<file path="src/rtl/mips_cpu_hilo_ctrl_if.sv">
// Issue, read-back and HI/LO unit signals between decode/execute, the
// HI/LO sequencer and the multiply-divide unit.
interface mips_cpu_hilo_ctrl_if;
   localparam int unsigned DATA_W = 32;
   localparam int unsigned OP_W   = 6;

   logic              issue_valid;
   logic [OP_W-1:0]   issue_opcode;
   logic [DATA_W-1:0] issue_a;
   logic [DATA_W-1:0] issue_b;
   logic              issue_ready;

   logic              rd_req;
   logic              rd_hi_sel;
   logic              rd_stall;
   logic [DATA_W-1:0] rd_data;

   logic [OP_W-1:0]   unit_opcode;
   logic [DATA_W-1:0] unit_a;
   logic [DATA_W-1:0] unit_b;
   logic              unit_valid_in;
   logic              unit_valid_out;
   logic [DATA_W-1:0] unit_hi;
   logic [DATA_W-1:0] unit_lo;

   logic              busy;
   logic              div_zero;
   logic              timeout_err;
   logic              illegal_op;

   // Pipeline plus HI/LO unit side
   modport master (
      output issue_valid, issue_opcode, issue_a, issue_b,
      output rd_req, rd_hi_sel,
      output unit_valid_out, unit_hi, unit_lo,
      input  issue_ready, rd_stall, rd_data,
      input  unit_opcode, unit_a, unit_b, unit_valid_in,
      input  busy, div_zero, timeout_err, illegal_op
   );

   // Sequencer side
   modport slave (
      input  issue_valid, issue_opcode, issue_a, issue_b,
      input  rd_req, rd_hi_sel,
      input  unit_valid_out, unit_hi, unit_lo,
      output issue_ready, rd_stall, rd_data,
      output unit_opcode, unit_a, unit_b, unit_valid_in,
      output busy, div_zero, timeout_err, illegal_op
   );
endinterface

</file>
<file path="src/rtl/mips_cpu_hilo_ctrl.sv">
// Sequencer for the HI/LO multiply-divide unit: holds opcode/operands for the
// cycles each operation needs, then parks the unit on the idle opcode.
module mips_cpu_hilo_ctrl #(
   parameter int unsigned DIV_TIMEOUT = 40
) (
   input  logic                 clk_i,
   input  logic                 reset_ni,
   mips_cpu_hilo_ctrl_if.slave  hilo_if
);
   localparam int unsigned DATA_W = 32;
   localparam int unsigned OP_W   = 6;
   localparam int unsigned CNT_W  = $clog2(DIV_TIMEOUT + 1);

   localparam logic [OP_W-1:0] OP_IDLE  = 6'b000000;
   localparam logic [OP_W-1:0] OP_MULT  = 6'b011000;
   localparam logic [OP_W-1:0] OP_MULTU = 6'b011001;
   localparam logic [OP_W-1:0] OP_DIV   = 6'b011010;
   localparam logic [OP_W-1:0] OP_DIVU  = 6'b011011;
   localparam logic [OP_W-1:0] OP_MTHI  = 6'b010001;
   localparam logic [OP_W-1:0] OP_MTLO  = 6'b010011;

   typedef enum logic [2:0] {
      S_IDLE, S_MUL1, S_MUL2, S_MOVE, S_DIV_START, S_DIV_RUN, S_DIV_WB
   } state_e;

   state_e            state_q, state_d;
   logic [OP_W-1:0]   opcode_q, opcode_d;
   logic [DATA_W-1:0] a_q, a_d;
   logic [DATA_W-1:0] b_q, b_d;
   logic              valid_in_q, valid_in_d;
   logic [CNT_W-1:0]  cnt_q, cnt_d;
   logic              div_zero_q, div_zero_d;
   logic              tout_q, tout_d;
   logic              illegal_q, illegal_d;

   always_ff @(posedge clk_i or negedge reset_ni) begin
      if (!reset_ni) begin
         state_q    <= S_IDLE;
         opcode_q   <= OP_IDLE;
         a_q        <= '0;
         b_q        <= '0;
         valid_in_q <= 1'b0;
         cnt_q      <= '0;
         div_zero_q <= 1'b0;
         tout_q     <= 1'b0;
         illegal_q  <= 1'b0;
      end else begin
         state_q    <= state_d;
         opcode_q   <= opcode_d;
         a_q        <= a_d;
         b_q        <= b_d;
         valid_in_q <= valid_in_d;
         cnt_q      <= cnt_d;
         div_zero_q <= div_zero_d;
         tout_q     <= tout_d;
         illegal_q  <= illegal_d;
      end
   end

   always_comb begin
      state_d    = state_q;
      opcode_d   = opcode_q;
      a_d        = a_q;
      b_d        = b_q;
      valid_in_d = 1'b0;
      cnt_d      = cnt_q;
      div_zero_d = 1'b0;
      tout_d     = tout_q;
      illegal_d  = 1'b0;

      case (state_q)
         S_IDLE: begin
            if (hilo_if.issue_valid) begin
               case (hilo_if.issue_opcode)
                  OP_MULT, OP_MULTU: begin
                     opcode_d = hilo_if.issue_opcode;
                     a_d      = hilo_if.issue_a;
                     b_d      = hilo_if.issue_b;
                     state_d  = S_MUL1;
                  end
                  OP_DIV, OP_DIVU: begin
                     // A zero divisor is dropped before the unit ever sees it
                     if (hilo_if.issue_b == '0) begin
                        div_zero_d = 1'b1;
                     end else begin
                        opcode_d   = hilo_if.issue_opcode;
                        a_d        = hilo_if.issue_a;
                        b_d        = hilo_if.issue_b;
                        valid_in_d = 1'b1;
                        cnt_d      = '0;
                        state_d    = S_DIV_START;
                     end
                  end
                  OP_MTHI, OP_MTLO: begin
                     opcode_d = hilo_if.issue_opcode;
                     a_d      = hilo_if.issue_a;
                     b_d      = hilo_if.issue_b;
                     state_d  = S_MOVE;
                  end
                  default: illegal_d = 1'b1;
               endcase
            end
         end
         S_MUL1:      state_d = S_MUL2;
         S_MUL2, S_MOVE, S_DIV_WB: begin
            opcode_d = OP_IDLE;
            state_d  = S_IDLE;
         end
         S_DIV_START: begin
            // unit_valid_out is not looked at here: it may be left over
            cnt_d   = '0;
            state_d = S_DIV_RUN;
         end
         S_DIV_RUN: begin
            cnt_d = CNT_W'(cnt_q + 1'b1);
            if (hilo_if.unit_valid_out) begin
               state_d = S_DIV_WB;
            end else if (cnt_q == CNT_W'(DIV_TIMEOUT - 1)) begin
               opcode_d = OP_IDLE;
               tout_d   = 1'b1;
               state_d  = S_IDLE;
            end
         end
         default: begin
            opcode_d = OP_IDLE;
            state_d  = S_IDLE;
         end
      endcase
   end

   assign hilo_if.issue_ready   = (state_q == S_IDLE);
   assign hilo_if.busy          = (state_q != S_IDLE);
   assign hilo_if.rd_stall      = hilo_if.rd_req && (state_q != S_IDLE);
   assign hilo_if.rd_data       = hilo_if.rd_hi_sel ? hilo_if.unit_hi : hilo_if.unit_lo;
   assign hilo_if.unit_opcode   = opcode_q;
   assign hilo_if.unit_a        = a_q;
   assign hilo_if.unit_b        = b_q;
   assign hilo_if.unit_valid_in = valid_in_q;
   assign hilo_if.div_zero      = div_zero_q;
   assign hilo_if.timeout_err   = tout_q;
   assign hilo_if.illegal_op    = illegal_q;
endmodule

</file>
<file path="src/flat_wrapper.sv">
// flat-port wrapper written by rule: the top's interface ports become plain ports
module mips_cpu_hilo_ctrl_flat 
#(
   parameter int unsigned DIV_TIMEOUT = 40
)
  (clk_i, reset_ni, hilo_if_issue_valid, hilo_if_issue_opcode, hilo_if_issue_a, hilo_if_issue_b, hilo_if_rd_req, hilo_if_rd_hi_sel, hilo_if_unit_valid_out, hilo_if_unit_hi, hilo_if_unit_lo, hilo_if_issue_ready, hilo_if_rd_stall, hilo_if_rd_data, hilo_if_unit_opcode, hilo_if_unit_a, hilo_if_unit_b, hilo_if_unit_valid_in, hilo_if_busy, hilo_if_div_zero, hilo_if_timeout_err, hilo_if_illegal_op);
  mips_cpu_hilo_ctrl_if hilo_if_i ();
  input  logic clk_i;
  input  logic reset_ni;
  input wire logic [$bits(hilo_if_i.issue_valid)-1:0] hilo_if_issue_valid;
  input wire logic [$bits(hilo_if_i.issue_opcode)-1:0] hilo_if_issue_opcode;
  input wire logic [$bits(hilo_if_i.issue_a)-1:0] hilo_if_issue_a;
  input wire logic [$bits(hilo_if_i.issue_b)-1:0] hilo_if_issue_b;
  input wire logic [$bits(hilo_if_i.rd_req)-1:0] hilo_if_rd_req;
  input wire logic [$bits(hilo_if_i.rd_hi_sel)-1:0] hilo_if_rd_hi_sel;
  input wire logic [$bits(hilo_if_i.unit_valid_out)-1:0] hilo_if_unit_valid_out;
  input wire logic [$bits(hilo_if_i.unit_hi)-1:0] hilo_if_unit_hi;
  input wire logic [$bits(hilo_if_i.unit_lo)-1:0] hilo_if_unit_lo;
  output wire logic [$bits(hilo_if_i.issue_ready)-1:0] hilo_if_issue_ready;
  output wire logic [$bits(hilo_if_i.rd_stall)-1:0] hilo_if_rd_stall;
  output wire logic [$bits(hilo_if_i.rd_data)-1:0] hilo_if_rd_data;
  output wire logic [$bits(hilo_if_i.unit_opcode)-1:0] hilo_if_unit_opcode;
  output wire logic [$bits(hilo_if_i.unit_a)-1:0] hilo_if_unit_a;
  output wire logic [$bits(hilo_if_i.unit_b)-1:0] hilo_if_unit_b;
  output wire logic [$bits(hilo_if_i.unit_valid_in)-1:0] hilo_if_unit_valid_in;
  output wire logic [$bits(hilo_if_i.busy)-1:0] hilo_if_busy;
  output wire logic [$bits(hilo_if_i.div_zero)-1:0] hilo_if_div_zero;
  output wire logic [$bits(hilo_if_i.timeout_err)-1:0] hilo_if_timeout_err;
  output wire logic [$bits(hilo_if_i.illegal_op)-1:0] hilo_if_illegal_op;
  assign hilo_if_i.issue_valid = hilo_if_issue_valid;
  assign hilo_if_i.issue_opcode = hilo_if_issue_opcode;
  assign hilo_if_i.issue_a = hilo_if_issue_a;
  assign hilo_if_i.issue_b = hilo_if_issue_b;
  assign hilo_if_i.rd_req = hilo_if_rd_req;
  assign hilo_if_i.rd_hi_sel = hilo_if_rd_hi_sel;
  assign hilo_if_i.unit_valid_out = hilo_if_unit_valid_out;
  assign hilo_if_i.unit_hi = hilo_if_unit_hi;
  assign hilo_if_i.unit_lo = hilo_if_unit_lo;
  assign hilo_if_issue_ready = hilo_if_i.issue_ready;
  assign hilo_if_rd_stall = hilo_if_i.rd_stall;
  assign hilo_if_rd_data = hilo_if_i.rd_data;
  assign hilo_if_unit_opcode = hilo_if_i.unit_opcode;
  assign hilo_if_unit_a = hilo_if_i.unit_a;
  assign hilo_if_unit_b = hilo_if_i.unit_b;
  assign hilo_if_unit_valid_in = hilo_if_i.unit_valid_in;
  assign hilo_if_busy = hilo_if_i.busy;
  assign hilo_if_div_zero = hilo_if_i.div_zero;
  assign hilo_if_timeout_err = hilo_if_i.timeout_err;
  assign hilo_if_illegal_op = hilo_if_i.illegal_op;
  mips_cpu_hilo_ctrl #(.DIV_TIMEOUT(DIV_TIMEOUT)) u_core (.clk_i(clk_i), .reset_ni(reset_ni), .hilo_if(hilo_if_i));
endmodule
</file>
<file path="config.mk">
export PLATFORM = sky130hd
export DESIGN_NAME = mips_cpu_hilo_ctrl_flat
export DESIGN_NICKNAME = d
export VERILOG_FILES = /design/src/rtl/mips_cpu_hilo_ctrl_if.sv /design/src/rtl/mips_cpu_hilo_ctrl.sv /design/src/flat_wrapper.sv
export SDC_FILE = /design/constraint.sdc
export NUM_CORES = 1
export LEC_CHECK = 0
export ABC_AREA = 1
export CAP_MARGIN = 20
export CORE_MARGIN = 2
export CORE_UTILIZATION = 40
export DETAILED_ROUTE_END_ITERATION = 6
export DONT_BUFFER_PORTS = 1
export PLACE_DENSITY_LB_ADDON = 0.2
export SYNTH_ARGS = -nofsm -noshare
export SYNTH_HDL_FRONTEND = slang
export SYNTH_SLANG_ARGS = --single-unit
</file>
<file path="constraint.sdc">
create_clock -name clk_i -period 4.02 [get_ports clk_i]
set_input_delay 1.206 -clock clk_i [delete_from_list [all_inputs] [get_ports clk_i]]
set_output_delay 1.206 -clock clk_i [all_outputs]
set_load 0.03 [all_outputs]
</file>
==> results of run 1 <==
-- final timing paths --
check	slack [ps]	start	cells after the start	endpoint
max in group asynchronous	3350	reset_ni	0	u_core.hilo_if.unit_opcode[1]
min reg2reg	510	u_core.cnt_q[5]	2	u_core.cnt_q[5]
max	1040	u_core.state_q[2]	4	hilo_if_rd_stall
max reg2reg	2110	u_core.state_q[1]	6	u_core.hilo_if.unit_b[7]
min in group asynchronous	520	reset_ni	0	u_core.hilo_if.unit_a[24]
min	510	u_core.cnt_q[5]	2	u_core.cnt_q[5]
-- logic make-up (layout without fill, tap and decap cells) --
logic type,count (synthesis),after routing,synth area share
compound gates,6,6,0.00908
fa+ha+maj,1,1,0.00284
buf+inv,51,39,0.0979
flops,83,83,0.471
mux,32,32,0.0817
other cells,0,2,0
simple gates,314,314,0.337
-- layout make-up --
type,count,share of cell area
repair buffers,3,0.00506
inverters,20,0.0169
clock inverters,4,0.0112
multi-input cells,353,0.427
flip-flops and latches,83,0.467
clock buffers,12,0.0326
well taps,140,0.0394
diodes,2,0.00112
-- worst max-delay path: cells and delay by family, from the launching register on --
| kind | cells | cell delay [ps] |
|---|---|---|
| flip-flops | 1 | 370 |
| buffers and inverters | 2 | 340 |
| AND/OR/NAND/NOR | 2 | 690 |
-- state kept, by name, indices dropped and copies added, names as in the netlist --
name and cells:
u_core.hilo_if.unit_b 32, u_core.hilo_if.div_zero 1, u_core.state_q 3, u_core.hilo_if.illegal_op 1, u_core.hilo_if.unit_a 32, u_core.cnt_q 6
u_core.hilo_if.unit_valid_in 1, u_core.hilo_if.unit_opcode 6, u_core.hilo_if.timeout_err 1
-- where the power goes --
| part | internal [mW] | switching (mW) |
|---|---|---|
| Combinational | 0.137 | 0.267 |
| Sequential | 1.06 | 0.648 |
| Clock | 0.304 | 0.304 |
-- metrics by stage --
stage                util  cell area (um^2)
floorplan               -              4410
global placement    0.394              4250
detailed placement  0.394              4250
CTS                 0.412              4450
global route        0.412              4450
finish              0.412              4450
-- cells in the final DEF (no fill, tap or decap), types with 2 or more instances in the layout --
cell type   count
buf_4           3
clkbuf_1        2
clkbuf_8       10
clkinvlp_4      2
dfrtp_1        83
diode_2         2
inv_1          17
inv_2           3
mux2_1          2
mux2_2         30
nand2_1       177
nand2_4         2
nand3_1        11
nand3_2         3
nand4_1        72
nand4_2         2
nor2_1         36
nor2_4          5
-- routing by layer --
metal | vias to the layer above | share of wire | track usage
met5 | - | 0 | 0
met4 | 0 | 0.014 | 0.0751
met3 | 14 | 0.097 | 0.0693
met2 | 169 | 0.47 | 0.308
met1 | 1609 | 0.42 | 0.252
li1 | 1597 | - | -
==> metrics list, run 1 <==
* Run status: complete, no violations
* 1st-pass router iterations: 4
- The worst setup path is of the reg -> out kind.
- Total number of placement rows: 38
- Kind of capture point of the worst setup path: output port
- Leakage component of the power: 2.26 nW
- Mean number of vias per cell: 5.49
- Syn Std Cell Area: 4410 um^2
- After detailed routing, the number of remaining DRC violations is 0.
- TritonCTS built the clock tree.
* Overflow left after global routing: 0
- The number of placed instances, taps included, is 599.
- Total design power: 2.72 mW
- In this run the worst path has a maximum fanout of 9.
* Max cap viols: 0
- Synth cell types: 32
- In the finished design, the share of the clock period the worst path needs comes to 0.742.
- Delay of the slowest cell on the worst path: 490 ps
- Max-slew violation count: 0
- The path class of the tightest hold or removal check is reg -> reg.
- Max Fclk: 335 MHz
* Sequential-to-total area share from yosys stat: 0.471
- Among the stages of the critical path, the cell type that occurs most often is inv_1.
* Dominant synthesized flop cell: dfrtp_1
- Worst Tran Pin Value: 747 ps
* H-Tree Depth: 3
- Layout cell share with drive strength beyond 1: 0.139
* DR iter-0 viols: 252
- Total negative setup slack: 0 ps
- The count of buffers added on input and output ports is 0.
- Multi-input logic area: 1900 um^2
- Slew Limit Headroom: 0.502
- The worst path meets setup with 1040 ps of slack.
* Worst Skew: 9.24 ps
- Number of vias after detailed routing: 3389
- Data arrival time of the worst path: 1780 ps
* Worst Hold Slack: 507 ps
- Clock sink total: 83
- Fin crit period: 2980 ps
- For the worst setup path, the data required time is 2810 ps.
- The congestion estimate from routability-driven global placement came to 0.820.
* Horiz. Die Dim: 109 um
- Dividing the detail-routed wire length by the instance count gives 19.5 um.
- Cell type with the largest total area after synthesis: dfrtp_1
* Register bit total from synthesis: 83
- CTS Buffer Depth: 2
* Total number of yosys warnings: 0
- Power spread over the standard cell area amounts to 612 nW/um^2.
* Area share of the leading cell type in the synthesized netlist: 0.471
* Synthesized netlist net count: 628
* Setup repair after global routing missed its margin: false
- The number of global-route vias before repair came to 3091.
- 249 I/O pins were placed.
- Number of standard cells in the layout, taps in and fillers out: 617
- Setup violations, final: 0
- The first global-routing pass estimated 17.3 mm of wire.
- Layout filler cell count: 1107
- Commonest cells post-synth: 177 x nand2_1, 83 x dfrtp_1, 72 x nand4_1
- Clk pin slew, worst setup/hold paths: 80 ps
* HPWL reported at the end of detailed placement: 8.57 mm
* Number of enable flip-flop cells after synthesis: 0
- In the global route stage, overall resource usage came out at 0.198.
- Maximum number of pins on one net before global-route repair: 84
- After floorplanning, the core was sized to cover 10800 um^2.
* Count of hold-fix buffers inserted at cts: 0
- The sequential cells in the finished layout cover a total of 2080 um^2.
- Counting the buffers created by CTS gives 9.
- Gates resized during post-CTS repair numbered 0.
- CTS Root Cell: clkbuf_8
- Initial Util: 0.409
- Cell-by-cell listing of the critical path: inv_1 > nand2_4 > inv_1 > nor2_1
- Chip Height: 109 um
- For this run, the post-layout net count is 611.
* Hold Fails Final Rpt: 0
* Remaining number of nets flagged by the antenna check after routing: 0
- Post-synthesis to final-layout area growth: 0.936%
* Critical-path top delay cell: nor2_1
* Number of post-CTS setup repair buffers: 0
* Post-Route WL: 12.0 mm
- The average instance in the mapped netlist occupies 9.05 um^2.
- Synthesized instance count: 487
- Kind of start point of the critical path: register
* Dominant cell by count in the synthesized netlist: nand2_1
* Worst voltage drop across the vdd grid: 0.280 mV
- Die outline area: 11900 um^2
* Top area cells in the synthesized netlist: dfrtp_1 47%, nand2_1 15%, nand4_1 10%, mux2_2 7.7%, nor2_1 3.1%
- Ys async rst share: 1.00
- Pre-CTS WS: 957 ps
* Number of antenna violations at the first check in global routing: 0
- Clock latency on the worst-skew pair, taken at its later pin, is 360 ps.
Power figures use the tool's default switching activity.
==> inputs of run 2 (changes only) <==
Clock period 4.02 ns to 3.05 ns, I/O delays scaled along.
==> run 2 against run 1 <==
Effect of this change: clock power rose by 46%; global-route usage fell by 0.18 points; flip-flop and latch count did not move; critical path type unchanged; final cell count rose by 0.16%; die area did not move; first-iteration DRC count rose by 29%; highest routed layer unchanged.
==> metrics list, run 2 (synthesis gave the netlist of run 1 again) <==
- The run finished with clean final reports.
* Path class of the lowest-slack min-delay path: in -> async
- Number of standard cells in the layout, taps in and fillers out: 618 (+0.16%)
* Post-Route WL: 12.1 mm (+0.54%)
- The aggregate negative setup slack is 0 ps (unchanged).
- Endpoint of the worst register-to-register path: u_core.hilo_if.unit_a[23]
* Reg-to-reg startpoint: u_core.state_q[1]
- TritonCTS clock tree: done
- The placed wire-length estimate after detailed placement came to 8.64 mm (+0.83%).
- For this design, the slowest cell found on the critical path is nor2_1.
- Overflow left after global routing: 0 (unchanged)
* Kind of start point of the critical path: register
- Max Fclk: 365 MHz
- Dividing the final minimum period by the clock period gives 0.898.
* PnR worst setup slack: 311 ps (-726 ps)
- The final design area excluding fillers was 4500 um^2 (+1.1%).
- The library cells used most frequently in the layout, excluding fill and tap cells, are 177 x nand2_1, 83 x dfrtp_1, 72 x nand4_1.
* Portion of total power attributed to sequential cells: 0.613 (-0.016)
* Beginning of the critical path: u_core.state_q[2]
* Drc violations: 0 (unchanged)
- The worst slack after detailed placement is 632 ps (-325 ps).
- Setup violations, final: 0 (unchanged)
- Area of the core: 10800 um^2 (unchanged)
- Power Density: 819 nW/um^2 (+34%)
- The post-CTS repair timing setup buffer count was 0 (unchanged).
- The required time at the worst-slack endpoint was 2130 ps (-680 ps).
* Cell count of the worst reg-to-reg path: 6 (unchanged)
- Die outline area: 11900 um^2 (unchanged)
- Net switching power figure: 1.64 mW (+34%)
* Remaining number of nets flagged by the antenna check after routing: 0 (unchanged)
* Vias in the first global route: 3228 (+4.4%)
* Total internal power: 2.05 mW (+36%)
- The core utilization of the finished layout was 0.417 (+0.00440).
- Timing endpoint of the critical path: hilo_if_rd_stall
* Count of hold-fix buffers inserted at cts: 0 (unchanged)
* Clock sink total: 83 (unchanged)
- The row count is 38 (unchanged).
- Kind of capture point of the worst setup path: output port
- Layout cell share with drive strength beyond 1: 0.145 (+0.00571)
* Placed cells: 601 (+0.33%)
- CTS Buffer Depth: 2 (unchanged)
* # nets final: 613 (+0.33%)
- Hold Fails Final Rpt: 0 (unchanged)
- Clk pin slew, worst setup/hold paths: 90 ps (about the same)
* Global placement routability congestion: 0.829 (+1.0%)
- Total number of cells along the worst setup path: 4 (unchanged)
- The wire length per cell was 19.6 um (+0.38%).
- Worst Hold Slack: 234 ps (-273 ps)
- Number of antenna violations at the first check in global routing: 0 (unchanged)
- Chip Height: 109 um (unchanged)
- The clock network fraction of design power came to 0.241 (+0.018).
- Resize count post-CTS: 0 (unchanged)
- The area taken by flip-flops and latches was 2080 um^2 (unchanged).
- The pin count of the biggest net entering global routing is 84 (unchanged).
- The routed design could run at a clock period as short as 2740 ps.
* Global router's overall resource usage: 0.196 (-0.00177)
* Multi-input logic area: 1900 um^2 (unchanged)
* Leading cell type in the layout, fill and taps excluded: nand2_1
- Crit path buf inv count: 2 (unchanged)
* Mean number of vias per cell: 5.52 (+0.49%)
- Portion of total power attributed to combinational logic: 0.146 (-0.002)
* Slew Limit Headroom: 0.538 (+0.0359)
- CP top delay family: simple AND/OR/NAND/NOR gates
- DR iter-0 viols: 325 (+29%)
* First-pass GRT wire length: 17.5 mm (+0.88%)
* Max cap viols: 0 (unchanged)
* Post-synthesis to final-layout area growth: 2.01%
- The most numerous cell type found on the critical path is inv_1.
* Leakage component of the power: 2.29 nW (+1.3%)
- Total design power: 3.69 mW (+35%)
* Number of vias after detailed routing: 3411 (+0.65%)
* Layout filler cell count: 1097 (-0.90%)
- Data arrival time of the worst path: 1820 ps (+40 ps)
* Worst Skew: 11.6 ps (+2.41 ps)
- The signal on the critical path passes through inv_1 > nand2_4 > inv_1 > nor2_1.
* Initial Util: 0.409 (unchanged)
- Delay of the slowest cell on the worst path: 500 ps (about the same)
* Setup slack, reg-to-reg: 1120 ps (-990 ps)
* Max-slew violation count: 0 (unchanged)
- The slew of the pin with the lowest slew margin came to 693 ps (-53.9 ps).
- Worst-skew pair later-pin latency: 360 ps (about the same)
* Setup repair after global routing missed its margin: false
* Maximum fanout along the worst path: 9 (unchanged)
- CTS Buf Count: 9 (unchanged)
- Critical path class: reg -> out
- H-Tree Depth: 3 (unchanged)
- The total placed instance area is 4280 um^2 (+0.65%).
- The top-level port count was 249 (unchanged).
- The first-pass iteration count of the detailed router is 4 (unchanged).
- The maximum resistive drop on vdd was 0.301 mV (+7.4%).
- The count of buffers from port buffering came to 0 (unchanged).
* CTS Root Cell: clkbuf_8
- Horiz. Die Dim: 109 um (unchanged)
- Net Sw Frac: 0.444 (-0.00393)
[run 2: changes by cell type in the layout (fill, tap and decap cells not counted)]
cell,previous run,this run
clkinv_4,0,2
buf_12,0,1
buf_4,3,4
bufinv_16,1,2
clkbuf_1,2,1
clkbuf_8,10,9
clkinvlp_4,2,1
diode_2,2,1
[run 2: worst min-delay path by stage]
stage	to	slack (ps)	cells past startpoint
3_5_place_dp	u_core.cnt_q[5]	500	2
4_1_cts	u_core.hilo_if.unit_a[23]	220	0
5_1_grt	u_core.hilo_if.unit_a[24]	200	0
6_report	u_core.hilo_if.unit_a[24]	230	0
2_1_floorplan	u_core.cnt_q[5]	460	2
3_3_place_gp	u_core.cnt_q[1]	490	2
[run 2: final cells by class]
type                    count  area share
diodes                      1    0.000556
clock buffers              10      0.0284
clock inverters             6      0.0200
inverters                  20      0.0167
multi-input cells         353       0.423
flip-flops and latches     83       0.462
well taps                 140      0.0389
repair buffers              5      0.0111
[run 2: power by group through the flow]
| stage | Clock [mW] | Sequential (mW) | Combinational, mW |
|---|---|---|---|
| 2_1_floorplan | 0 | 2.20 | 0.491 |
| 3_3_place_gp | 0 | 2.28 | 0.523 |
| 3_5_place_dp | 0 | 2.29 | 0.543 |
| 4_1_cts | 0.907 | 2.27 | 0.546 |
| 5_1_grt | 0.959 | 2.30 | 0.619 |
| 6_report | 0.888 | 2.26 | 0.537 |
[run 2: worst reg2reg max path, cell delays in order (launching register included)]
cell and delay (ps):
dfrtp_1 410, nor2_4 170, nand2_4 160, nor2_4 160, buf_4 560, nand4_1 280, nand2_1 130
[run 2: routing by layer]
| layer | up-vias | GRT usage | wire, um |
|---|---|---|---|
| met4 | 0 | 0.0742 | 221 |
| li1 | 1608 | - | - |
| met5 | - | 0 | 0 |
| met3 | 14 | 0.0735 | 1370 |
| met1 | 1614 | 0.248 | 5000 |
| met2 | 175 | 0.303 | 5520 |
